$ cat config.mk
export PLATFORM = sky130hd
export DESIGN_NAME = button_event_ctrl
export DESIGN_NICKNAME = d
export VERILOG_FILES = /design/src/rtl/button_event_ctrl.sv
export SDC_FILE = /design/constraint.sdc
export NUM_CORES = 1
export LEC_CHECK = 0
export CAP_MARGIN = 20
export CORE_ASPECT_RATIO = 1.1
export CORE_MARGIN = 5
export CORE_UTILIZATION = 60
export DETAILED_ROUTE_END_ITERATION = 16
export PLACE_DENSITY = 0.8
export SETUP_SLACK_MARGIN = 0.15
export SYNTH_ARGS = -nofsm -noshare
export SYNTH_HDL_FRONTEND = slang
export SYNTH_SLANG_ARGS = --single-unit
$ cat constraint.sdc
create_clock -name clock -period 4.1 [get_ports clock]
set_input_delay 1.025 -clock clock [delete_from_list [all_inputs] [get_ports clock]]
set_output_delay 1.025 -clock clock [all_outputs]
set_load 0.01 [all_outputs]
$ cat src/rtl/button_event_ctrl.sv
// -----------------------------------------------------------------------------
// button_event_ctrl
//
// Debounces N raw push-button inputs and turns their debounced behaviour into
// a stream of events (press, release, long press) delivered through a small
// 4-entry event FIFO with a valid/ready handshake.
//
// Per channel: 2-flop synchronizer -> M-sample history shifted on every
// sample tick -> debounced level (all-ones sets, all-zeros clears, anything
// else holds).  Level edges and a long-hold counter raise pending-event
// bits.  A round-robin arbiter moves one pending event per clock into the
// FIFO.  An event raised while the same pending bit is still occupied is
// lost and recorded in the sticky ovf flag.
//
// Parameters
//   N          number of button channels (2..8)
//   M          debounce history length in sample ticks (>= 2)
//   TICK_DIV   clock cycles per sample tick (>= 2)
//   LONG_TICKS sample ticks of stable high before a long-press event (>= 1)
//
// Ports
//   clock     in   1  sole clock, all state on the rising edge
//   reset_n   in   1  asynchronous active-low reset
//   btn_in    in   N  raw asynchronous button inputs
//   level     out  N  debounced level per channel
//   ev_valid  out  1  event FIFO not empty
//   ev_ready  in   1  consumer accepts the head event
//   ev_btn    out  3  channel index of the head event
//   ev_type   out  2  head event type: 01 press, 10 release, 11 long press
//   ovf       out  1  sticky event-lost flag
//   clr_ovf   in   1  synchronous clear of ovf (a same-cycle drop wins)
// -----------------------------------------------------------------------------
module button_event_ctrl #(
  parameter int N          = 4,
  parameter int M          = 8,
  parameter int TICK_DIV   = 1000,
  parameter int LONG_TICKS = 200
) (
  input  logic         clock,
  input  logic         reset_n,
  input  logic [N-1:0] btn_in,
  output logic [N-1:0] level,
  output logic         ev_valid,
  input  logic         ev_ready,
  output logic [2:0]   ev_btn,
  output logic [1:0]   ev_type,
  output logic         ovf,
  input  logic         clr_ovf
);

  localparam int PW = $clog2(TICK_DIV);
  localparam int HW = $clog2(LONG_TICKS + 1);
  localparam int RW = $clog2(N);

  localparam logic [PW-1:0] TICK_LAST  = PW'(TICK_DIV - 1);
  localparam logic [HW-1:0] HOLD_LAST  = HW'(LONG_TICKS - 1);
  localparam logic [HW-1:0] HOLD_MAX   = HW'(LONG_TICKS);
  localparam logic [RW-1:0] CH_LAST    = RW'(N - 1);

  localparam logic [1:0] EV_PRESS   = 2'b01;
  localparam logic [1:0] EV_RELEASE = 2'b10;
  localparam logic [1:0] EV_LONG    = 2'b11;

  // Input synchronizers and sample tick
  logic [N-1:0]  sync1_r;
  logic [N-1:0]  sync2_r;
  logic [PW-1:0] presc_r;
  logic          tick_s;

  // Debounce state
  logic [M-1:0]  hist_r      [N];
  logic [M-1:0]  hist_next_s [N];
  logic [N-1:0]  level_r;
  logic [N-1:0]  level_next_s;
  logic [HW-1:0] hold_r      [N];

  // Event generation and pending bits
  logic [N-1:0]  press_set_s;
  logic [N-1:0]  rel_set_s;
  logic [N-1:0]  long_set_s;
  logic [N-1:0]  pend_press_r;
  logic [N-1:0]  pend_long_r;
  logic [N-1:0]  pend_rel_r;
  logic [N-1:0]  any_pend_s;
  logic          drop_s;
  logic          ovf_r;

  // Arbiter
  logic [RW-1:0] rr_r;
  logic [RW-1:0] rr_next_s;
  logic          found_s;
  logic          gnt_s;
  logic [RW-1:0] gnt_ch_s;
  logic [1:0]    gnt_type_s;
  logic [N-1:0]  clr_press_s;
  logic [N-1:0]  clr_long_s;
  logic [N-1:0]  clr_rel_s;

  // Event FIFO: entry = {channel[2:0], type[1:0]}
  logic [4:0]    fifo_mem_r [4];
  logic [1:0]    wr_ptr_r;
  logic [1:0]    rd_ptr_r;
  logic [2:0]    count_r;
  logic          fifo_full_s;
  logic          pop_s;
  logic          push_s;
  logic [4:0]    head_s;

  // Two-flop synchronizer on every raw button bit
  always_ff @(posedge clock or negedge reset_n) begin
    if (!reset_n) begin
      sync1_r <= '0;
      sync2_r <= '0;
    end else begin
      sync1_r <= btn_in;
      sync2_r <= sync1_r;
    end
  end

  assign tick_s = (presc_r == TICK_LAST);

  // Prescaler counting 0..TICK_DIV-1; tick_s strobes on the wrap cycle
  always_ff @(posedge clock or negedge reset_n) begin
    if (!reset_n) begin
      presc_r <= '0;
    end else if (tick_s) begin
      presc_r <= '0;
    end else begin
      presc_r <= presc_r + 1'b1;
    end
  end

  // Candidate history and debounced level; both only change on a tick
  always_comb begin
    level_next_s = level_r;
    for (int i = 0; i < N; i++) begin
      hist_next_s[i] = {hist_r[i][M-2:0], sync2_r[i]};
      if (tick_s) begin
        if (&hist_next_s[i]) begin
          level_next_s[i] = 1'b1;
        end else if (~|hist_next_s[i]) begin
          level_next_s[i] = 1'b0;
        end else begin
          level_next_s[i] = level_r[i];
        end
      end else begin
        level_next_s[i] = level_r[i];
      end
    end
  end

  // History shift registers and level register
  always_ff @(posedge clock or negedge reset_n) begin
    if (!reset_n) begin
      for (int i = 0; i < N; i++) begin
        hist_r[i] <= '0;
      end
      level_r <= '0;
    end else begin
      for (int i = 0; i < N; i++) begin
        if (tick_s) begin
          hist_r[i] <= hist_next_s[i];
        end else begin
          hist_r[i] <= hist_r[i];
        end
      end
      level_r <= level_next_s;
    end
  end

  // Event sources: level edges, and the tick on which the hold count
  // reaches LONG_TICKS (counter saturates there, so this fires once)
  always_comb begin
    press_set_s = ~level_r & level_next_s;
    rel_set_s   = level_r & ~level_next_s;
    long_set_s  = '0;
    for (int i = 0; i < N; i++) begin
      if (level_r[i] && tick_s && (hold_r[i] == HOLD_LAST)) begin
        long_set_s[i] = 1'b1;
      end else begin
        long_set_s[i] = 1'b0;
      end
    end
  end

  // Hold counters: cleared while low, count ticks while high, saturate
  always_ff @(posedge clock or negedge reset_n) begin
    if (!reset_n) begin
      for (int i = 0; i < N; i++) begin
        hold_r[i] <= '0;
      end
    end else begin
      for (int i = 0; i < N; i++) begin
        if (!level_r[i]) begin
          hold_r[i] <= '0;
        end else if (tick_s && (hold_r[i] != HOLD_MAX)) begin
          hold_r[i] <= hold_r[i] + 1'b1;
        end else begin
          hold_r[i] <= hold_r[i];
        end
      end
    end
  end

  assign fifo_full_s = (count_r == 3'd4);
  assign pop_s       = (count_r != 3'd0) && ev_ready;

  // Round-robin arbiter: first channel with anything pending, scanning
  // upward from rr_r; within a channel press beats long beats release
  always_comb begin
    any_pend_s  = pend_press_r | pend_long_r | pend_rel_r;
    found_s     = 1'b0;
    gnt_ch_s    = '0;
    gnt_type_s  = EV_PRESS;
    clr_press_s = '0;
    clr_long_s  = '0;
    clr_rel_s   = '0;
    rr_next_s   = rr_r;
    for (int k = 0; k < N; k++) begin
      if (!found_s && any_pend_s[(int'(rr_r) + k) % N]) begin
        found_s  = 1'b1;
        gnt_ch_s = RW'((int'(rr_r) + k) % N);
      end
    end
    if (pend_press_r[gnt_ch_s]) begin
      gnt_type_s = EV_PRESS;
    end else if (pend_long_r[gnt_ch_s]) begin
      gnt_type_s = EV_LONG;
    end else begin
      gnt_type_s = EV_RELEASE;
    end
    // A full FIFO can still take a grant when its head leaves this cycle
    gnt_s = found_s && (!fifo_full_s || pop_s);
    if (gnt_s) begin
      case (gnt_type_s)
        EV_PRESS:   clr_press_s[gnt_ch_s] = 1'b1;
        EV_LONG:    clr_long_s[gnt_ch_s]  = 1'b1;
        EV_RELEASE: clr_rel_s[gnt_ch_s]   = 1'b1;
        default:    clr_press_s           = '0;
      endcase
      rr_next_s = (gnt_ch_s == CH_LAST) ? '0 : gnt_ch_s + 1'b1;
    end else begin
      rr_next_s = rr_r;
    end
  end

  // A set only loses an event if the bit stays occupied after this cycle's
  // grant; a set on the bit being granted simply re-arms it
  assign drop_s = |((press_set_s & pend_press_r & ~clr_press_s) |
                    (long_set_s  & pend_long_r  & ~clr_long_s)  |
                    (rel_set_s   & pend_rel_r   & ~clr_rel_s));

  assign push_s = gnt_s;

  // Pending bits, round-robin pointer and sticky overflow flag
  always_ff @(posedge clock or negedge reset_n) begin
    if (!reset_n) begin
      pend_press_r <= '0;
      pend_long_r  <= '0;
      pend_rel_r   <= '0;
      rr_r         <= '0;
      ovf_r        <= 1'b0;
    end else begin
      pend_press_r <= (pend_press_r & ~clr_press_s) | press_set_s;
      pend_long_r  <= (pend_long_r  & ~clr_long_s)  | long_set_s;
      pend_rel_r   <= (pend_rel_r   & ~clr_rel_s)   | rel_set_s;
      rr_r         <= rr_next_s;
      if (drop_s) begin
        ovf_r <= 1'b1;
      end else if (clr_ovf) begin
        ovf_r <= 1'b0;
      end else begin
        ovf_r <= ovf_r;
      end
    end
  end

  // Event FIFO storage, pointers (wrap mod 4) and occupancy count
  always_ff @(posedge clock or negedge reset_n) begin
    if (!reset_n) begin
      for (int e = 0; e < 4; e++) begin
        fifo_mem_r[e] <= 5'd0;
      end
      wr_ptr_r <= 2'd0;
      rd_ptr_r <= 2'd0;
      count_r  <= 3'd0;
    end else begin
      if (push_s) begin
        fifo_mem_r[wr_ptr_r] <= {3'(gnt_ch_s), gnt_type_s};
        wr_ptr_r             <= wr_ptr_r + 2'd1;
      end else begin
        wr_ptr_r <= wr_ptr_r;
      end
      if (pop_s) begin
        rd_ptr_r <= rd_ptr_r + 2'd1;
      end else begin
        rd_ptr_r <= rd_ptr_r;
      end
      case ({push_s, pop_s})
        2'b10:   count_r <= count_r + 3'd1;
        2'b01:   count_r <= count_r - 3'd1;
        default: count_r <= count_r;
      endcase
    end
  end

  // Output view of the FIFO head; fields read as zero while empty
  always_comb begin
    head_s   = fifo_mem_r[rd_ptr_r];
    ev_valid = (count_r != 3'd0);
    if (ev_valid) begin
      ev_btn  = head_s[4:2];
      ev_type = head_s[1:0];
    end else begin
      ev_btn  = 3'd0;
      ev_type = 2'b00;
    end
  end

  assign level = level_r;
  assign ovf   = ovf_r;

endmodule

==> run_results.csv <==
group,metric,value,unit
outcome,status,"completed",
min_path,worstHoldPathType,"register to register",
setup_path,cp.required,3070,ps
final_layout,final-seq-area,3000,µm²
clocking,cts_resized,0,
logic_synthesis,synth_edf_count,0,
setup_path,path_max_fanout,6,
place,dp.cells,722,
min_path,whs_path_depth,0,
route,drcViolationCount,0,
logic_synthesis,syn_avg_cell_area,9.74,µm²
clocking,clkTransAtPathRegs,50,ps
place,post-place-ws,657,ps
sta,hold_viol_final,0,
clocking,tritoncts,"yes",
logic_synthesis,synthArstFlopShare,1.00,
clocking,clkLatencyLatePin,520,ps
setup_path,critPathKind,"register to output pin",
final_layout,drive_above_1_share,0.0896,
place,place_hpwl,7670,µm
logic_synthesis,synthesis.area,5870,µm²
grt,track_usage,0.215,
logic_synthesis,ys_types,61,
floorplanning,coreArea,9440,µm²
route,dr.pass1.iters,4,
sta,worst_slew_pin_slew,748,ps
route,num_vias,4263,
route,routed_via_density,5.66,
place,gp_congestion,0.903,
pwr,cellLeakagePower,3.18,nW
logic_synthesis,netlist_top_cells_count,"147 x nand2_1, 120 x dfrtp_1, 35 x and2_1",
logic_synthesis,yosys_warnings,0,
logic_synthesis,netlist_instances,603,
job,maxCapViolCount,0,
setup_path,worstSetupEndpointType,"output pin",
logic_synthesis,yosys-top-cells-area,"dfrtp_1 51%, nand2_1 9.4%, xnor2_1 4.3%",
floorplanning,fp.dieW,104,µm
final_layout,fillers,694,
final_layout,stdcell_count,753,
logic_synthesis,synth_seq_cells,120,
sta,skew,6.96,ps
setup_path,cp.arrival,2250,ps
grt,grt_antenna_before_repair,0,
logic_synthesis,ys_seq_area_frac,0.511,
clocking,cts_made_buffers,17,
sta,drv_slew,0,
route,drt_iter0_drc,227,
pwr,power,4.58,mW
floorplanning,pin_count,19,
pwr,power_density,684,nW/µm²
sta,slew_headroom,0.501,
sta,fin_setup_tns,0,ps
sta,finalCriticalPeriod,3280,ps
final_layout,multiInputGateArea,2700,µm²
final_layout,finalInstanceArea,6700,µm²
sta,finalCritPeriodShare,0.799,
floorplanning,rows,37,
logic_synthesis,synth_largest_area_cell,"dfrtp_1",
clocking,cts-root-to-sink-buffers,2,
clocking,post_cts_buffers,0,
route,ant_nets,0,
floorplanning,fp.dieH,114,µm
floorplanning,initial_utilization,0.622,
grt,grt_pass1_wl,20900,µm
route,drt_wl_total,11500,µm
pwr,peakVddDrop,0.419,mV
sta,finalSetupViolCount,0,
logic_synthesis,synth_top_area_share,0.511,
grt,overflow,0,
clocking,cts-root-buf,"clkbuf_8",
final_layout,final_net_count,651,
clocking,hold_buffers,0,
final_layout,finish.utilization,0.710,
sta,finalWorstSetupSlack,823,ps
setup_path,ff2ff_path_depth,8,
setup_path,crit_path_start_kind,"register",
sta,fin_hold_ws,349,ps
final_layout,num_antenna_cells,0,
logic_synthesis,yosysMostFrequentCell,"nand2_1",
clocking,htreeDepth,4,
floorplanning,die_area,11900,µm²
route,wl_per_cell,15.3,µm
clocking,cts_sinks,120,
grt,grt_pass1_vias,4506,
grt,grt_max_degree,63,
place,numPortBuffers,17,
sta,max_freq,305,MHz
logic_synthesis,synth-main-ff-cell,"dfrtp_1",
sta,grt_setup_unrepaired,"no",
final_layout,syn_to_final_growth,14.1,%
place,dpl_cell_area,6150,µm²
logic_synthesis,synth_nets,630,
-- worst max-delay path: stages (launching register included) --
cell	delay, ps
dfrtp_1	540
mux4_2	560
and2_1	170
clkdlybuf4s50_1	470
-- layout by cell type, fill, tap and decap left out, types with 3 or more instances in the layout --
cell type,n
nand2_1,147
dfrtp_1,120
and2_1,35
o21ai_0,34
xnor2_1,29
inv_1,23
nor2_1,23
ha_1,18
nand3_1,17
clkbuf_16,16
clkdlybuf4s50_1,16
nand4_1,14
xor2_1,11
nor4_1,10
nor3_1,10
or3_1,9
a21oi_1,8
o211ai_1,7
and3_1,7
clkinv_2,7
a211oi_1,4
nand2b_1,4
mux4_2,4
nor2b_1,4
buf_4,4
clkbuf_8,3
-- report_power, final --
part | internal (mW) | switching [mW] | total [mW]
sequential | 1.36 | 0.142 | 1.50
combinational | 0.680 | 1.02 | 1.70
clock | 0.883 | 0.496 | 1.38
-- final timing paths --
kind | from | to | slack (ps)
min in group asynchronous | reset_n | hold_r[23]$_DFFE_PN0P_ | 570
max | rd_ptr_r[0]$_DFFE_PN0P_ | ev_btn[1] | 820
max reg2reg | presc_r[0]$_DFF_PN0_ | ovf$_DFFE_PN0P_ | 1030
max in group asynchronous | reset_n | hold_r[14]$_DFFE_PN0P_ | 2750
min | sync1_r[1]$_DFF_PN0_ | sync2_r[1]$_DFF_PN0_ | 350
min reg2reg | sync1_r[1]$_DFF_PN0_ | sync2_r[1]$_DFF_PN0_ | 350
-- kinds of logic (layout without fill, tap and decap cells) --
group,after synthesis,after routing,synth area share
xor gates and xnor gates,40,40,0.0597
and+or+nand+nor,294,294,0.242
buffers and inverters,44,77,0.0307
other,1,1,0.000639
muxes,6,6,0.0192
DFF,120,120,0.511
adders and majority gates,19,19,0.0418
AOI/OAI and AO/OA,79,79,0.0948
-- layer usage --
| layer | up-vias | GRT usage | share of wire |
|---|---|---|---|
| met5 | - | 0 | 0 |
| li1 | 2090 | - | - |
| met4 | 0 | 0.0915 | 0.019 |
| met3 | 22 | 0.0447 | 0.033 |
| met2 | 77 | 0.369 | 0.51 |
| met1 | 2074 | 0.265 | 0.44 |
-- cell type report --
type / count / share of cell area
Clock buffer: 21 / 0.0670
Clock inverter: 10 / 0.0153
Inverter: 25 / 0.0144
Multi-Input combinational cell: 439 / 0.402
Sequential cell: 120 / 0.448
Tap cell: 117 / 0.0218
Timing Repair Buffer: 21 / 0.0314
-- state kept, by name, summed over array words and instances, names as in the netlist --
signal        flops
rr_r              2
rd_ptr_r          2
wr_ptr_r          2
hold_r           32
level             4
sync2_r           4
pend_press_r      4
pend_rel_r        4
pend_long_r       4
hist_next_s      28
presc_r          10
ovf               1
fifo_mem_r       16
count_r           3
sync1_r           4
Power figures use the tool's default switching activity.
